===== src/rtl/regfile_sb.sv =====
// Register file with per-entry byte-enable writes, optional write-to-read
// forwarding and a pending-producer scoreboard (one busy bit per entry).
// Ports:
//   clk, rst          : clock and synchronous active-high reset
//   ra1/ra2 -> rd1/rd2: two independent combinational read ports
//   busy1/busy2       : registered busy bits of entries ra1/ra2
//   we/wa/wd/wbe      : byte-masked write; a write also clears busy[wa]
//   alloc/aa          : marks entry aa busy (producer issued)
//   pend_cnt          : number of busy entries
//   full_busy         : every allocatable entry is busy
module regfile_sb #(
    parameter int DW      = 32,
    parameter int AW      = 3,
    parameter int ZERO_R0 = 0,
    parameter int BYPASS  = 1
) (
    input  logic            clk,
    input  logic            rst,
    input  logic [AW-1:0]   ra1,
    input  logic [AW-1:0]   ra2,
    output logic [DW-1:0]   rd1,
    output logic [DW-1:0]   rd2,
    output logic            busy1,
    output logic            busy2,
    input  logic            we,
    input  logic [AW-1:0]   wa,
    input  logic [DW-1:0]   wd,
    input  logic [DW/8-1:0] wbe,
    input  logic            alloc,
    input  logic [AW-1:0]   aa,
    output logic [AW:0]     pend_cnt,
    output logic            full_busy
);

    localparam int DEPTH = 1 << AW;
    localparam int NB    = DW / 8;
    // Entry 0 is never allocatable when it is hard-wired to zero.
    localparam int CAP   = DEPTH - ((ZERO_R0 != 0) ? 1 : 0);

    logic [DW-1:0]    mem [DEPTH];
    logic [DEPTH-1:0] busy;
    logic [DEPTH-1:0] busy_nxt;
    logic             wr_ok;
    logic             alloc_ok;

    // Enabled bytes come from the write data, the rest from the old word.
    function automatic logic [DW-1:0] merge(input logic [DW-1:0]   old,
                                            input logic [DW-1:0]   d,
                                            input logic [DW/8-1:0] be);
        logic [DW-1:0] r;
        r = old;
        for (int k = 0; k < NB; k++) begin
            if (be[k]) r[8*k +: 8] = d[8*k +: 8];
        end
        return r;
    endfunction

    // Forwarding is suppressed during reset: the write will not land.
    function automatic logic [DW-1:0] read_port(input logic [AW-1:0] ra,
                                                input logic [DW-1:0] stored);
        logic [DW-1:0] r;
        if ((ZERO_R0 != 0) && (ra == '0)) begin
            r = '0;
        end else if ((BYPASS != 0) && we && !rst && (wa == ra)) begin
            r = merge(stored, wd, wbe);
        end else begin
            r = stored;
        end
        return r;
    endfunction

    assign wr_ok    = we && !((ZERO_R0 != 0) && (wa == '0));
    // An alloc arriving while everything is busy is dropped entirely.
    assign alloc_ok = alloc && !full_busy && !((ZERO_R0 != 0) && (aa == '0));

    // Clear first, then set: a same-cycle alloc to the written entry
    // represents a newer producer and must leave the entry busy.
    always_comb begin
        busy_nxt = busy;
        if (we)       busy_nxt[wa] = 1'b0;
        if (alloc_ok) busy_nxt[aa] = 1'b1;
    end

    always_ff @(posedge clk) begin
        if (rst) begin
            for (int i = 0; i < DEPTH; i++) mem[i] <= '0;
            busy <= '0;
        end else begin
            if (wr_ok) mem[wa] <= merge(mem[wa], wd, wbe);
            busy <= busy_nxt;
        end
    end

    always_comb begin
        pend_cnt = '0;
        for (int i = 0; i < DEPTH; i++) pend_cnt = pend_cnt + (AW+1)'(busy[i]);
    end

    assign full_busy = (pend_cnt == (AW+1)'(CAP));

    assign rd1   = read_port(ra1, mem[ra1]);
    assign rd2   = read_port(ra2, mem[ra2]);
    assign busy1 = busy[ra1];
    assign busy2 = busy[ra2];

endmodule


===== config.mk =====
export PLATFORM = sky130hd
export DESIGN_NAME = regfile_sb
export DESIGN_NICKNAME = d
export VERILOG_FILES = /design/src/rtl/regfile_sb.sv
export SDC_FILE = /design/constraint.sdc
export NUM_CORES = 1
export LEC_CHECK = 0
export ABC_AREA = 1
export CORE_ASPECT_RATIO = 1.25
export CORE_MARGIN = 8
export CORE_UTILIZATION = 55
export DETAILED_ROUTE_END_ITERATION = 16
export PLACE_DENSITY = 0.76
export SETUP_SLACK_MARGIN = 0.2
export SYNTH_ARGS = -nofsm -noshare
export SYNTH_HDL_FRONTEND = slang
export SYNTH_SLANG_ARGS = --single-unit

===== constraint.sdc =====
create_clock -name clk -period 5.06 [get_ports clk]
set_input_delay 1.012 -clock clk [delete_from_list [all_inputs] [get_ports clk]]
set_output_delay 1.012 -clock clk [all_outputs]
set_load 0.05 [all_outputs]

# After elaboration in Yosys (flattened, before gate mapping)
# Memories as Yosys holds them, arrays and structs flattened.
# Cells that the tools add are included.
[totals]
out_inout_bits = 71
reg_bits = 8
ramBits = 256
wordCells = 78
input_bits = 52
mem_count = 1
[memory_table]
columns = ["name", "words", "word_bits", "rd", "rd_clocked_by_memory_dff", "write_ports", "line", "rtl"]
rows = [
  ["mem", 8, 32, 2, 0, 8, "40", "logic [DW-1:0] mem [DEPTH];"],
]
[op_classes]
add_sub_neg = 7
bitwise_logic = 3
n_reduce_logical = 13
mux = 40
n_eq_ne = 7
order_cmp = 6
[op_table]
columns = ["operator", "n"]
rows = [
  ["$mux 8", 22],
  ["$mux 32", 3],
  ["$reduce_or 32->1", 1],
  ["$add 4x1->4", 4],
  ["$lt 3x4->1 const B", 4],
  ["$ne 3x3->1 const B", 4],
  ["$mux 1", 9],
  ["$and 8x8->8", 1],
  ["$not 8->8", 1],
  ["$or 8x8->8", 1],
  ["$reduce_and 2->1", 4],
  ["$bmux 1 s3", 2],
  ["$demux 1 s3", 2],
  ["$eq 3x3->1", 2],
  ["$ge 3x1->1 const B", 2],
  ["$logic_and 1x1->1", 6],
  ["$add 3x1->4", 1],
  ["$eq 4x4->1 const B", 1],
  ["$mux 4", 1],
  ["$add 2x1->3", 1],
  ["$mux 3", 1],
  ["$add 1x1->2", 1],
  ["$logic_not 1->1", 2],
]

# Depth between registers and ports, before layout
[logic_depth]
ltp_word = 11
depth_mapped = 13
mapped_depth_nobuf = 13

# Least setup slack after synthesis
# No wires, ideal clock.
[synth_path]
kind = "register -> output"
startpoint = "register busy[0]"
endpoint = "output full_busy"
stages_incl_launch_ff = 13
slack_ns = 0.511
t_arrival_ns = 3.537
path_cell_list = "dfxtp_1 -> fa_1 -> inv_1 -> fa_1 -> fa_1 -> inv_1 -> ha_1 -> inv_1 -> fa_1 -> inv_1 -> nor3_1 -> nand3_1 -> inv_1"
[synth_between]
elab_chain_len = 8
[synth_rtl]
columns = ["element", "line", "rtl"]
rows = [
  ["start: declaration", "41", "logic [DEPTH-1:0] busy;"],
  ["start signal: assignment", "90", "busy <= busy_nxt;"],
  ["$add 1x1->2", "96", "for (int i = 0; i < DEPTH; i++) pend_cnt = pend_cnt + (AW+1)'(busy[i]);"],
  ["$add 2x1->3", "96", ""],
  ["$add 3x1->4", "96", ""],
  ["$add 4x1->4 (4 in a row)", "96", ""],
  ["net pend_cnt[1]", "31", "output logic [AW:0] pend_cnt,"],
  ["$eq 4x4->1", "99", "assign full_busy = (pend_cnt == (AW+1)'(CAP));"],
  ["end: declaration", "32", "output logic full_busy"],
]
# The timed path passes the listed nets, and every way through them passes these cells.

# Worst setup path after layout
[layout_path]
startpoint = "register busy[0]"
endpoint = "output pend_cnt[1]"
[layout_between]
elab_chain_len = 7
[layout_rtl]
columns = ["element", "line"]
rows = [
  ["$add 1x1->2", "96"],
  ["$add 2x1->3", "96"],
  ["$add 3x1->4", "96"],
  ["$add 4x1->4 (4 in a row)", "96"],
  ["end: declaration", "31"],
]
# No other way between the ends.

==> results.cfg <==
[layout]
finalNetCount = 2090
share_of_final_layout_standard_cells_stronger_than_drive_strength_1 = 0.0747
antenna_cells = 0
fillers = 2275
stdcell_count = 2404
finalCoreUtilization = 0.653
stdcell_area_um2 = 18400
synthToLayoutAreaGrowth_pct = 17.4

[place]
gp_congestion = 0.905
io_buffers = 122
place_hpwl_um = 30400
placement.cell_area_um2 = 17600
dp_worst_setup_slack_ns = 0.472
dp.cells = 2358

[die]
die_y_um = 205
design.core.area_um2 = 28200
design.portCount = 123
floorplan.die.width_um = 167
design.die.area_um2 = 34200
starting_density = 0.556
placementRows = 69

[drt]
drt_wl_total_um = 47600
detailedRoute.firstPassIterationCount = 6
postRouteAntennaNets = 0
routedWlPerCell_um = 19.8
detail_route.drc_violations = 0
vias = 14500
first_iteration_detailed_routing_drc_count = 1759
viasPerCell = 6.05

[worst_hold_path]
holdCritPathClass = reg -> reg

[cts]
worst_skew_pair.late_latency_ns = 0.52
clock-root-buffer = clkbuf_16
clock_tree.htree_level_count = 1
clock_tree.buffer_depth = 3
cts.reportedPaths.clkPinSlew_ns = 0.06
cts_made_buffers = 25
cts_tree = yes
numClockSinks = 264

[synthesis]
synthesis.area_um2 = 15700
synthesized_nets = 2042
yosys.area.top_type = edfxtp_1
post_synth_inst_count = 1983
synthesis.yosys.warnings = 0
largest_cells_by_area_after_synthesis = edfxtp_1 49%, nand2_1 13%, o211ai_1 8.3%
synth_cell_type_count = 28
avgSynthCellArea_um2 = 7.92
synth-seq-area-share = 0.500
synth.top_cell.area_share = 0.490
ys_seq_elements = 264

[grt]
grt_overflow_total = 0
grt_pass1_vias = 14100
grt_max_degree = 154
grt_first_pass_wirelength_um = 73700
groute.usage.overall = 0.271
antenna_found_initial = 0

[timing]
max_freq_mhz = 208
report.final.setup_viol = 0
final.setup.worst_slack_ns = 0.252
finalClockSkew_ns = 0.00382
final_hold_viol_count = 0
min_period_ns = 4.81
final_min_period_over_clock_period = 0.950
grt_setup_unrepaired = yes
maxSlewHeadroom = 0.309
totalNegativeSetupSlack_ns = 0
max_slew.worst_pin.slew_ns = 1.04
finalHoldWorstSlack_ns = 0.479
timing.final.max_slew_violations = 0

[worst_setup_path]
startpoint_of_the_worst_register_to_register_path = busy[0]
worst_flop_to_flop_path_endpoint = busy[3]
worstSetupPathType = reg -> out
worst_path_required_ns = 4.05
critical_path.endpoint = pend_cnt[1]
cp_max_fo = 4
r2r_cells = 14
worstPathArrival_ns = 3.80
setup.worst_path.start_class = flip-flop
timing.critical_path.to_type = output pin
flop_to_flop_setup_slack_ns = 1.60
setup.worst_path.start = busy[0]

[power]
power.total_mw = 5.82
vdd.ir_drop.worst_v = 0.000217
power.density_nw_per_um2 = 316
leakage_nw = 7.91

[run]
cap_viol_max_count = 0

[run_status]
status = completed
[power by group]
part	internal [mW]	switching [mW]	leakage [nW]	total [mW]
logic	0.459	0.820	4.99	1.28
registers	2.52	0.0519	2.51	2.57
clock network	1.16	0.813	0.413	1.97
total	4.14	1.68	7.91	5.82
[sequential cells by signal, summed over array words and instances, names as in the netlist]
register	flops
mem	256
busy	8
[cells in the mapped netlist]
library cell	number
nor2_2	2
a21o_1	1
nand2_1	524
nand4_1	2
buf_4	3
o21ai_0	52
nand3_2	4
nand2_2	1
clkbuf_1	35
edfxtp_1	256
xnor2_1	1
nor2_1	323
a21oi_1	43
buf_1	9
inv_2	8
and2_4	1
inv_1	210
nor3_1	9
nand3_1	230
o211ai_1	174
ha_1	3
buf_6	5
dfxtp_1	8
clkinv_1	2
nor2_4	7
buf_2	65
and2_2	1
fa_1	4
[critical path: stages (launching register included)]
cell	delay, ns
dfxtp_1	0.34
fa_1	0.54
inv_1	0.05
fa_1	0.52
fa_1	0.42
inv_1	0.07
ha_1	0.16
inv_1	0.06
fa_1	0.47
inv_1	0.10
dlygate4sd2_1	0.54
[metal layers]
metal,track usage,vias to the layer above,part of all wire
li1,-,6718,-
met1,0.319,6782,0.36
met2,0.463,867,0.48
met3,0.0490,175,0.10
met4,0.154,0,0.050
met5,0,-,0
[what timing repair did]
| action | in CTS | in global routing |
|---|---|---|
| setup buffers | 1 | 0 |
| hold buffers | 0 | 0 |
| pin swaps | 1 | 0 |
| resized for setup | 3 | 3 |
| endpoints found under the setup margin | 3 | 3 |
[cell families (layout without fill, tap and decap cells)]
logic type                 after synthesis  in the layout  synth area share
buffers and inverters                  337            403            0.0889
DFF                                    264            264             0.500
AOI/OAI and AO/OA                      270            270             0.114
adders and majority gates                7              7           0.00749
and+or+nand+nor                       1104           1104             0.289
xor gates and xnor gates                 1              1          0.000558
[layout by cell type, fill, tap and decap left out, drive strengths merged]
| cell type | netlist | layout |
|---|---|---|
| nor3 | 9 | 9 |
| fa | 4 | 4 |
| nand3 | 234 | 234 |
| and2 | 2 | 2 |
| clkdlybuf4s50 | 0 | 47 |
| nor2 | 332 | 332 |
| clkbuf | 35 | 30 |
| buf | 82 | 89 |
| o21ai | 52 | 52 |
| inv | 218 | 218 |
| o211ai | 174 | 174 |
| clkinv | 2 | 12 |
| xnor2 | 1 | 1 |
| clkinvlp | 0 | 1 |
| ha | 3 | 3 |
| a21oi | 43 | 43 |
| dfxtp | 8 | 8 |
| nand4 | 2 | 2 |
| a21o | 1 | 1 |
| edfxtp | 256 | 256 |
| dlygate4sd2 | 0 | 1 |
| nand2 | 525 | 525 |
| bufinv | 0 | 5 |
[final cells by class]
type                            count  area [um2]  share of cell area
Tap cell                          355         444              0.0241
Timing Repair Buffer              138        2010               0.109
Sequential cell                   264        7850               0.426
Inverter                          220         826              0.0448
Multi-Input combinational cell   1382        6470               0.351
Clock buffer                       29         641              0.0348
Clock inverter                     16         203              0.0110
[how the worst min path moves through the flow]
stage                        from      end  slack (ns)  cells past startpoint
after floorplan           busy[5]  busy[5]        0.45                      2
after global placement    busy[6]  busy[6]        0.47                      2
after detailed placement  busy[5]  busy[5]        0.47                      2
after CTS                 busy[5]  busy[5]        0.48                      2
after global routing      busy[5]  busy[5]        0.51                      2
final                     busy[5]  busy[5]        0.48                      2
Note: power is estimated with default switching activity, not from simulation.
